==> config.mk <==
export PLATFORM = sky130hd
export DESIGN_NAME = lsu
export DESIGN_NICKNAME = d
export VERILOG_FILES = /design/src/rtl/lsu.sv
export SDC_FILE = /design/constraint.sdc
export NUM_CORES = 1
export LEC_CHECK = 0
export CAP_MARGIN = 5
export CORE_ASPECT_RATIO = 2
export CORE_MARGIN = 8
export CORE_UTILIZATION = 40
export DETAILED_ROUTE_END_ITERATION = 10
export GPL_ROUTABILITY_DRIVEN = 0
export PLACE_DENSITY = 0.75
export SKIP_CTS_REPAIR_TIMING = 1
export SYNTH_ARGS = -nofsm -noshare
export SYNTH_HDL_FRONTEND = slang
export SYNTH_SLANG_ARGS = --single-unit
==> constraint.sdc <==
create_clock -name clk -period 4.58 [get_ports clk]
set_input_delay 1.145 -clock clk [delete_from_list [all_inputs] [get_ports clk]]
set_output_delay 1.145 -clock clk [all_outputs]
set_load 0.01 [all_outputs]
==> src/rtl/lsu.sv <==
// Load/store unit: takes one memory op from ex, runs it on the data bus, and writes load results back to regs.
// Optional bus timeout is enabled with `define LSU_TIMEOUT_EN; without it BUSY waits indefinitely for mem_ready.
`ifndef XLEN_WIDTH
`define XLEN_WIDTH 32
`endif

module lsu #(
    parameter int XLEN    = `XLEN_WIDTH,
    parameter int TIMEOUT = 16
) (
    input  logic            clk,
    input  logic            rst,
    input  logic            req_valid,
    input  logic            req_write,
    input  logic [2:0]      req_funct3,
    input  logic [XLEN-1:0] req_addr,
    input  logic [XLEN-1:0] req_wdata,
    input  logic [4:0]      req_rd,
    output logic            pause,
    output logic            regs_write_en,
    output logic [4:0]      regs_write_addr,
    output logic [XLEN-1:0] regs_write_data,
    output logic            mem_req,
    output logic            mem_we,
    output logic [XLEN-1:0] mem_addr,
    output logic [3:0]      mem_wstrb,
    output logic [XLEN-1:0] mem_wdata,
    input  logic            mem_ready,
    input  logic [XLEN-1:0] mem_rdata,
    output logic            misalign_err,
    output logic            bus_err
);

    typedef enum logic [1:0] {S_IDLE, S_BUSY, S_DONE} state_t;

    state_t          r_state;
    state_t          w_next;
    logic [XLEN-1:0] r_addr;
    logic [XLEN-1:0] r_wdata;
    logic [XLEN-1:0] r_rdata;
    logic [2:0]      r_funct3;
    logic [4:0]      r_rd;
    logic            r_write;
    logic            r_err;
    logic            w_legal;
    logic            w_timeout;
    logic [7:0]      w_byte;
    logic [15:0]     w_half;
    logic [XLEN-1:0] w_load;

`ifdef LSU_TIMEOUT_EN
    localparam int CW = $clog2(TIMEOUT + 1);
    logic [CW-1:0] r_cnt;
    logic          r_bus_err;
`else
    logic w_timeout_unused;
    assign w_timeout_unused = (TIMEOUT == 0);
`endif

    // Legality is judged on the live request so the IDLE decision needs no extra cycle.
    always_comb begin
        // NOTE: every always_comb output gets a default first so no path can infer a latch.
        w_legal = 1'b0;
        case (req_funct3)
            3'b000:  w_legal = 1'b1;
            3'b001:  w_legal = ~req_addr[0];
            3'b010:  w_legal = (req_addr[1:0] == 2'b00);
            3'b100:  w_legal = ~req_write;
            3'b101:  w_legal = ~req_write & ~req_addr[0];
            default: w_legal = 1'b0;
        endcase
    end

    always_comb begin
        w_timeout = 1'b0;
`ifdef LSU_TIMEOUT_EN
        w_timeout = (r_state == S_BUSY) && !mem_ready && (r_cnt == CW'(TIMEOUT - 1));
`endif
    end

    always_comb begin
        w_next = r_state;
        case (r_state)
            S_IDLE:  if (req_valid) w_next = w_legal ? S_BUSY : S_DONE;
            S_BUSY:  if (mem_ready || w_timeout) w_next = S_DONE;
            S_DONE:  w_next = S_IDLE;
            default: w_next = S_IDLE;
        endcase
    end

    always_ff @(posedge clk) begin
        // NOTE: sequential state uses non-blocking assignments so every register samples pre-edge values.
        if (!rst) begin
            r_state  <= S_IDLE;
            r_addr   <= '0;
            r_wdata  <= '0;
            r_rdata  <= '0;
            r_funct3 <= '0;
            r_rd     <= '0;
            r_write  <= 1'b0;
            r_err    <= 1'b0;
`ifdef LSU_TIMEOUT_EN
            r_cnt     <= '0;
            r_bus_err <= 1'b0;
`endif
        end else begin
            r_state <= w_next;
            if (r_state == S_IDLE && req_valid) begin
                r_addr   <= req_addr;
                r_wdata  <= req_wdata;
                r_funct3 <= req_funct3;
                r_rd     <= req_rd;
                r_write  <= req_write;
                r_err    <= ~w_legal;
            end
            if (r_state == S_BUSY && mem_ready) r_rdata <= mem_rdata;
`ifdef LSU_TIMEOUT_EN
            if (r_state == S_IDLE) begin
                r_cnt     <= '0;
                r_bus_err <= 1'b0;
            end else if (r_state == S_BUSY && !mem_ready) begin
                r_cnt <= r_cnt + CW'(1);
                if (w_timeout) r_bus_err <= 1'b1;
            end
`endif
        end
    end

    always_comb begin
        case (r_addr[1:0])
            2'b00:   w_byte = r_rdata[7:0];
            2'b01:   w_byte = r_rdata[15:8];
            2'b10:   w_byte = r_rdata[23:16];
            default: w_byte = r_rdata[31:24];
        endcase
        w_half = r_addr[1] ? r_rdata[31:16] : r_rdata[15:0];
        case (r_funct3)
            3'b000:  w_load = {{24{w_byte[7]}}, w_byte};
            3'b001:  w_load = {{16{w_half[15]}}, w_half};
            3'b100:  w_load = {24'd0, w_byte};
            3'b101:  w_load = {16'd0, w_half};
            default: w_load = r_rdata;
        endcase
    end

    always_comb begin
        pause           = 1'b0;
        mem_req         = 1'b0;
        mem_we          = 1'b0;
        mem_addr        = '0;
        mem_wstrb       = 4'b0000;
        mem_wdata       = '0;
        regs_write_en   = 1'b0;
        regs_write_addr = 5'd0;
        regs_write_data = '0;
        misalign_err    = 1'b0;
        bus_err         = 1'b0;
        case (r_state)
            S_IDLE: pause = req_valid;
            S_BUSY: begin
                pause    = 1'b1;
                mem_req  = 1'b1;
                mem_we   = r_write;
                mem_addr = {r_addr[XLEN-1:2], 2'b00};
                if (r_write) begin
                    case (r_funct3[1:0])
                        2'b00: begin
                            mem_wstrb = 4'b0001 << r_addr[1:0];
                            mem_wdata = {4{r_wdata[7:0]}};
                        end
                        2'b01: begin
                            mem_wstrb = r_addr[1] ? 4'b1100 : 4'b0011;
                            mem_wdata = {2{r_wdata[15:0]}};
                        end
                        default: begin
                            mem_wstrb = 4'b1111;
                            mem_wdata = r_wdata;
                        end
                    endcase
                end
            end
            S_DONE: begin
                misalign_err = r_err;
`ifdef LSU_TIMEOUT_EN
                bus_err = r_bus_err;
                if (!r_write && !r_err && !r_bus_err && r_rd != 5'd0) begin
`else
                if (!r_write && !r_err && r_rd != 5'd0) begin
`endif
                    regs_write_en   = 1'b1;
                    regs_write_addr = r_rd;
                    regs_write_data = w_load;
                end
            end
            default: ;
        endcase
    end

endmodule

**Word level (Yosys, flattened, before mapping)**

Cells that the tools add are included.

- Flip-flop bits (word level): 108
- Input bits: 109
- Output and inout port bits: 111
- Word-level logic and storage cells: 67

- Equality and inequality tests: 14
- Shifts and indexed selects: 1
- Multiplexer cells: 26
- Bitwise operators: 4
- Reductions and logical operators: 14

Operator list:

| operator | number |
|---|---|
| $mux 32 | 5 |
| $pmux 32 s4 | 1 |
| $pmux 32 s2 | 1 |
| $pmux 8 s3 | 1 |
| $mux 16 | 1 |
| $eq 3x3->1 const B | 4 |
| $mux 4 | 3 |
| $mux 5 | 2 |
| $logic_not 2->1 | 4 |
| $pmux 4 s2 | 1 |
| $eq 2x1->1 const B | 3 |
| $eq 3x1->1 const B | 2 |
| $logic_not 3->1 | 2 |
| $mux 2 | 3 |
| $mux 1 | 5 |
| $pmux 1 s5 | 1 |
| $reduce_bool 5->1 | 1 |
| $eq 2x2->1 const B | 2 |
| $logic_and 1x1->1 | 4 |
| $ne 2x2->1 const B | 2 |
| $pmux 2 s2 | 1 |
| $shl 1x2->4 const A | 1 |
| $eq 3x2->1 const B | 1 |
| $not 1->1 | 3 |
| other kinds (4) | 5 |

**Depth between registers and ports, before layout**

- Word-level depth: 6
- Mapped depth: 7
- Depth with buffers taken out: 4

**Least setup slack after synthesis**

OpenSTA, ideal clock, no wires.

- Path type: reg-to-output
- From: register r_funct3[0]
- To: output port regs_write_data[7]
- Data arrival time: 1.628 ns
- Required time: 3.435 ns
- Slack: 1.807 ns
- Cell stages (with the launch flop): 7
- Path buffers: 3
- Path through: dfxtp_1 buf_2 nand2b_1 buf_2 buf_2 nor3_1 a2111oi_0

- Longest elaborated chain between the ends: 4
- Elaborated cells on any way between the ends: 7
- Those cells by class: eq/ne (3); mux (3); reduce/logical (1)

RTL lines:

| what | line | RTL |
|---|---|---|
| start, declared | 41 | `logic [2:0] r_funct3;` |
| start signal, assigned | 111 | `r_funct3 <= req_funct3;` |
| $eq 3x3->1, or another cell as far along | 137 | `case (r_funct3)` |
| $pmux 32 s4 * | 137 |  |
| $mux 32 * | 188 | `if (!r_write && !r_err && r_rd != 5'd0) begin` |
| $mux 32 * | 158 | `case (r_state)` |
| end, declared | 22 | `output logic [XLEN-1:0] regs_write_data,` |

Every way passes the cells marked *; elsewhere a longest branch is shown, timed or not.

**Final worst setup path**

- From: register r_rd[0]
- To: output port regs_write_data[31]

- Longest elaborated chain between the ends: 4

RTL lines:

| what | line | RTL |
|---|---|---|
| start, declared | 42 | `logic [4:0] r_rd;` |
| start signal, assigned | 112 | `r_rd <= req_rd;` |
| $reduce_bool 5->1 | 188 |  |
| $logic_and 1x1->1 | 188 |  |
| $mux 32 | 188 |  |
| $mux 32 | 158 |  |

Every way passes these cells.

==> run metrics <==
pre-CTS setup slack=835 ps; Worst Setup End Kind=output pin; RSZ-0062 raised after global routing=no; post-synthesis adder-cell area fraction=0%; number of global-route vias before repair=5,706; count of endpoints failing setup in the final report=0; Max Cap Viol=0; required time of the worst setup path=3430 ps; total via count after detailed routing=5,559; maximum number of pins on one net before global-route repair=75; simple-gate portion of the synthesized area=26.8%; total CTS buffers=9; post-route setup TNS=0 ps; number of max-slew violations in the final report=0; worst-case vdd ir drop=0.000202 V; share of final-layout standard cells stronger than drive strength 1=4.22%; proportion of synthesized chip area in sequential cells=39.1%; number of register bits inferred by synthesis=108; routed via count divided by cell count=5.14; sum of overflow across all layers after global routing=0; Critical Path Start Type=register; kind of critical path=register to output pin; area of the core=13,700 um2; total non-filler cell area in the finished layout=8020 um2; power after layout=2.22 mW; worst r2r src=r_state[0]$_SDFFE_PN0P_; family with the most delay on the worst path=simple AND/OR/NAND/NOR gates; CTS H-Tree Depth=3; Yosys warnings=0; filler-free cell count of the finished design=1,081; hold path startpoint=r_addr[21]$_SDFFE_PN0P_; CTS clk-pin slew, worst paths=70 ps; die outline area=18,100 um2; wire length reported by the detailed router=18.4 mm; Hold Path Cell Cnt=2; fraction of synthesis flops using an asynchronous set or reset pin=0%; cell type contributing the most total cell area after synthesis=dfxtp_1; CTS sink count=108; aggregate global-route resource usage=20.2%; number of enable flip-flop cells after synthesis=0; Post-Synthesis Cells=746; remaining design rule violation count=0; number of antenna violations at the first check in global routing=0; cell types occupying the most area after synthesis=dfxtp_1, nand2_1, a21boi_0; clock latency on the worst-skew pair=340 ps; static leakage=2.88 nW; die outline width=99.2 um; global-route wire length before repair=29.6 mm; Die Ht=182 um; cell types with the highest counts after synthesis=nand2_1, dfxtp_1, a21boi_0; root buffer cell=clkbuf_16; effective utilization at floorplan=40.3%; final core utilization=58.4%; number of nets in the layout=1,029; destination of the worst hold path=r_addr[21]$_SDFFE_PN0P_; drt pass-1 iters=5; r2r endpoint=r_rdata[9]$_SDFFE_PN0P_; maximum achievable frequency=242 MHz; DRC violation total after the first TritonRoute iteration=285; Slowest cell on crit path=o21ai_2; layout overhead on the synthesized area=45.1%; main combinational cell family by area after synthesis=simple AND/OR/NAND/NOR gates; count of standard-cell rows=61; post-detailed-route wirelength per cell=17.1 um; worst path buffer plus inverter count=1; HPWL Detailed=13.6 mm; Synth Area in Compound Gates=22.7%; Hold Worst Slack=462 ps; Slew HR=23.8%; clock buffer depth=2; number of endpoints with negative hold slack in the final report=0; cell with the most instances after synthesis=nand2_1; result of the run=finished, final reports clean; Synth Cell Area=5530 um2; antenna diode count=0; slowest stage delay, CP=600 ps; xor/xnor cell area share of the yosys netlist=0%; count of distinct cell types in the synthesized netlist=40; worst slew pin tran=1140 ps; slack of the worst reg-to-reg path=2350 ps; count of input and output buffers=216; CTS tree=built; share of the synthesized area in the top cell type=39.1%; io pins=220; Final period util=90.3%; Setup Skew=6.22 ps; main flop type after synthesis=dfxtp_1; worst endpoint data arrival time=2990 ps; Cell Count Post-Placement=1,066; Avg Cell Area, Syn=7.41 um2; Tmin final=4130 ps; worst path setup slack after routing=446 ps; ANT nets after route=0; share of cell area taken by muxes after synthesis=4.75%; Hold Crit Class=register to register; crit-path cells=or4_1 > o21ai_2 > or2_1 > a21oi_1 > clkdlybuf4s50_1; maximum fanout along the worst path=18; cell area power density=277 nW/um2; Placed Instance Area=7700 um2; R2R cell count=5
## worst reg2reg max path: stages, from the launching register on
cell      delay (ps)
dfxtp_1          420
nor2b_2          210
buf_4            350
nand2_1          760
nand2_1          260
a21boi_0         110
## kinds of logic after synthesis
family	count (synthesis)
AOI/OAI and AO/OA	180
buffers and inverters	88
DFF	108
muxes	26
other	1
and+or+nand+nor	343
## power by group
group | internal (mW) | switching [mW]
Sequential | 0.992 | 0.0470
Combinational | 0.175 | 0.169
Clock | 0.505 | 0.333
## area by class of cell
type | count | area [um2]
fillers | 1292 | 5710
clock inverters | 4 | 72.6
clock buffers | 11 | 253
inverters | 22 | 82.6
flip-flops and latches | 108 | 2160
well taps | 157 | 196
repair buffers | 227 | 2240
multi-input cells | 552 | 3020
## worst max-delay path by stage
| stage | start | to | slack [ps] | depth (start not counted) |
|---|---|---|---|---|
| floorplan | r_funct3[0]$_SDFFE_PN0P_ | regs_write_data[7] | 1810 | 6 |
| global placement | r_rd[0]$_SDFFE_PN0P_ | regs_write_data[31] | 900 | 5 |
| detailed placement | r_rd[0]$_SDFFE_PN0P_ | regs_write_data[31] | 840 | 5 |
| CTS | r_rd[0]$_SDFFE_PN0P_ | regs_write_data[31] | 440 | 5 |
| global route | r_rd[1]$_SDFFE_PN0P_ | regs_write_data[31] | 230 | 5 |
| finish | r_rd[0]$_SDFFE_PN0P_ | regs_write_data[31] | 450 | 5 |
## state kept, by name, summed over array words and instances, names as in the netlist
signal    flops
r_addr       32
r_err         1
r_funct3      3
r_rd          5
r_rdata      32
r_state       2
r_wdata      32
r_write       1
## per-layer routing
layer | global-route usage [%] | vias to the layer above | share of wire (%)
met1 | 23.6 | 2535 | 42
li1 | - | 2780 | -
met4 | 5.86 | 0 | 1.5
met5 | 0 | - | 0
met3 | 8.93 | 19 | 10
met2 | 32.4 | 225 | 46
## layout by cell type, fill, tap and decap left out, drive strengths merged
| master | synthesis | layout |
|---|---|---|
| o31ai | 1 | 1 |
| buf | 22 | 12 |
| nor3 | 5 | 5 |
| or4 | 1 | 1 |
| nand2b | 1 | 1 |
| clkbuf | 44 | 11 |
| nand3 | 1 | 1 |
| o21ai | 3 | 3 |
| a21oi | 50 | 50 |
| bufinv | 0 | 2 |
| nand3b | 1 | 1 |
| or2 | 2 | 2 |
| a22oi | 7 | 7 |
| and3b | 1 | 1 |
| nor2b | 9 | 9 |
| nand2 | 240 | 240 |
| mux2 | 2 | 2 |
| dfxtp | 108 | 108 |
| a21boi | 106 | 106 |
| a222oi | 7 | 7 |
| o21ba | 1 | 1 |
| clkdlybuf4s50 | 0 | 215 |
| mux2i | 24 | 24 |
| clkinvlp | 0 | 1 |
| nor4 | 1 | 1 |
| a2111oi | 1 | 1 |
| a21o | 1 | 1 |
| conb | 1 | 3 |
| nor2 | 33 | 33 |
| and3 | 8 | 8 |
| nor4b | 1 | 1 |
| a221oi | 3 | 3 |
| and2 | 38 | 38 |
| or3 | 1 | 1 |
| inv | 22 | 22 |
| clkinv | 0 | 1 |
Power figures use the tool's default switching activity.
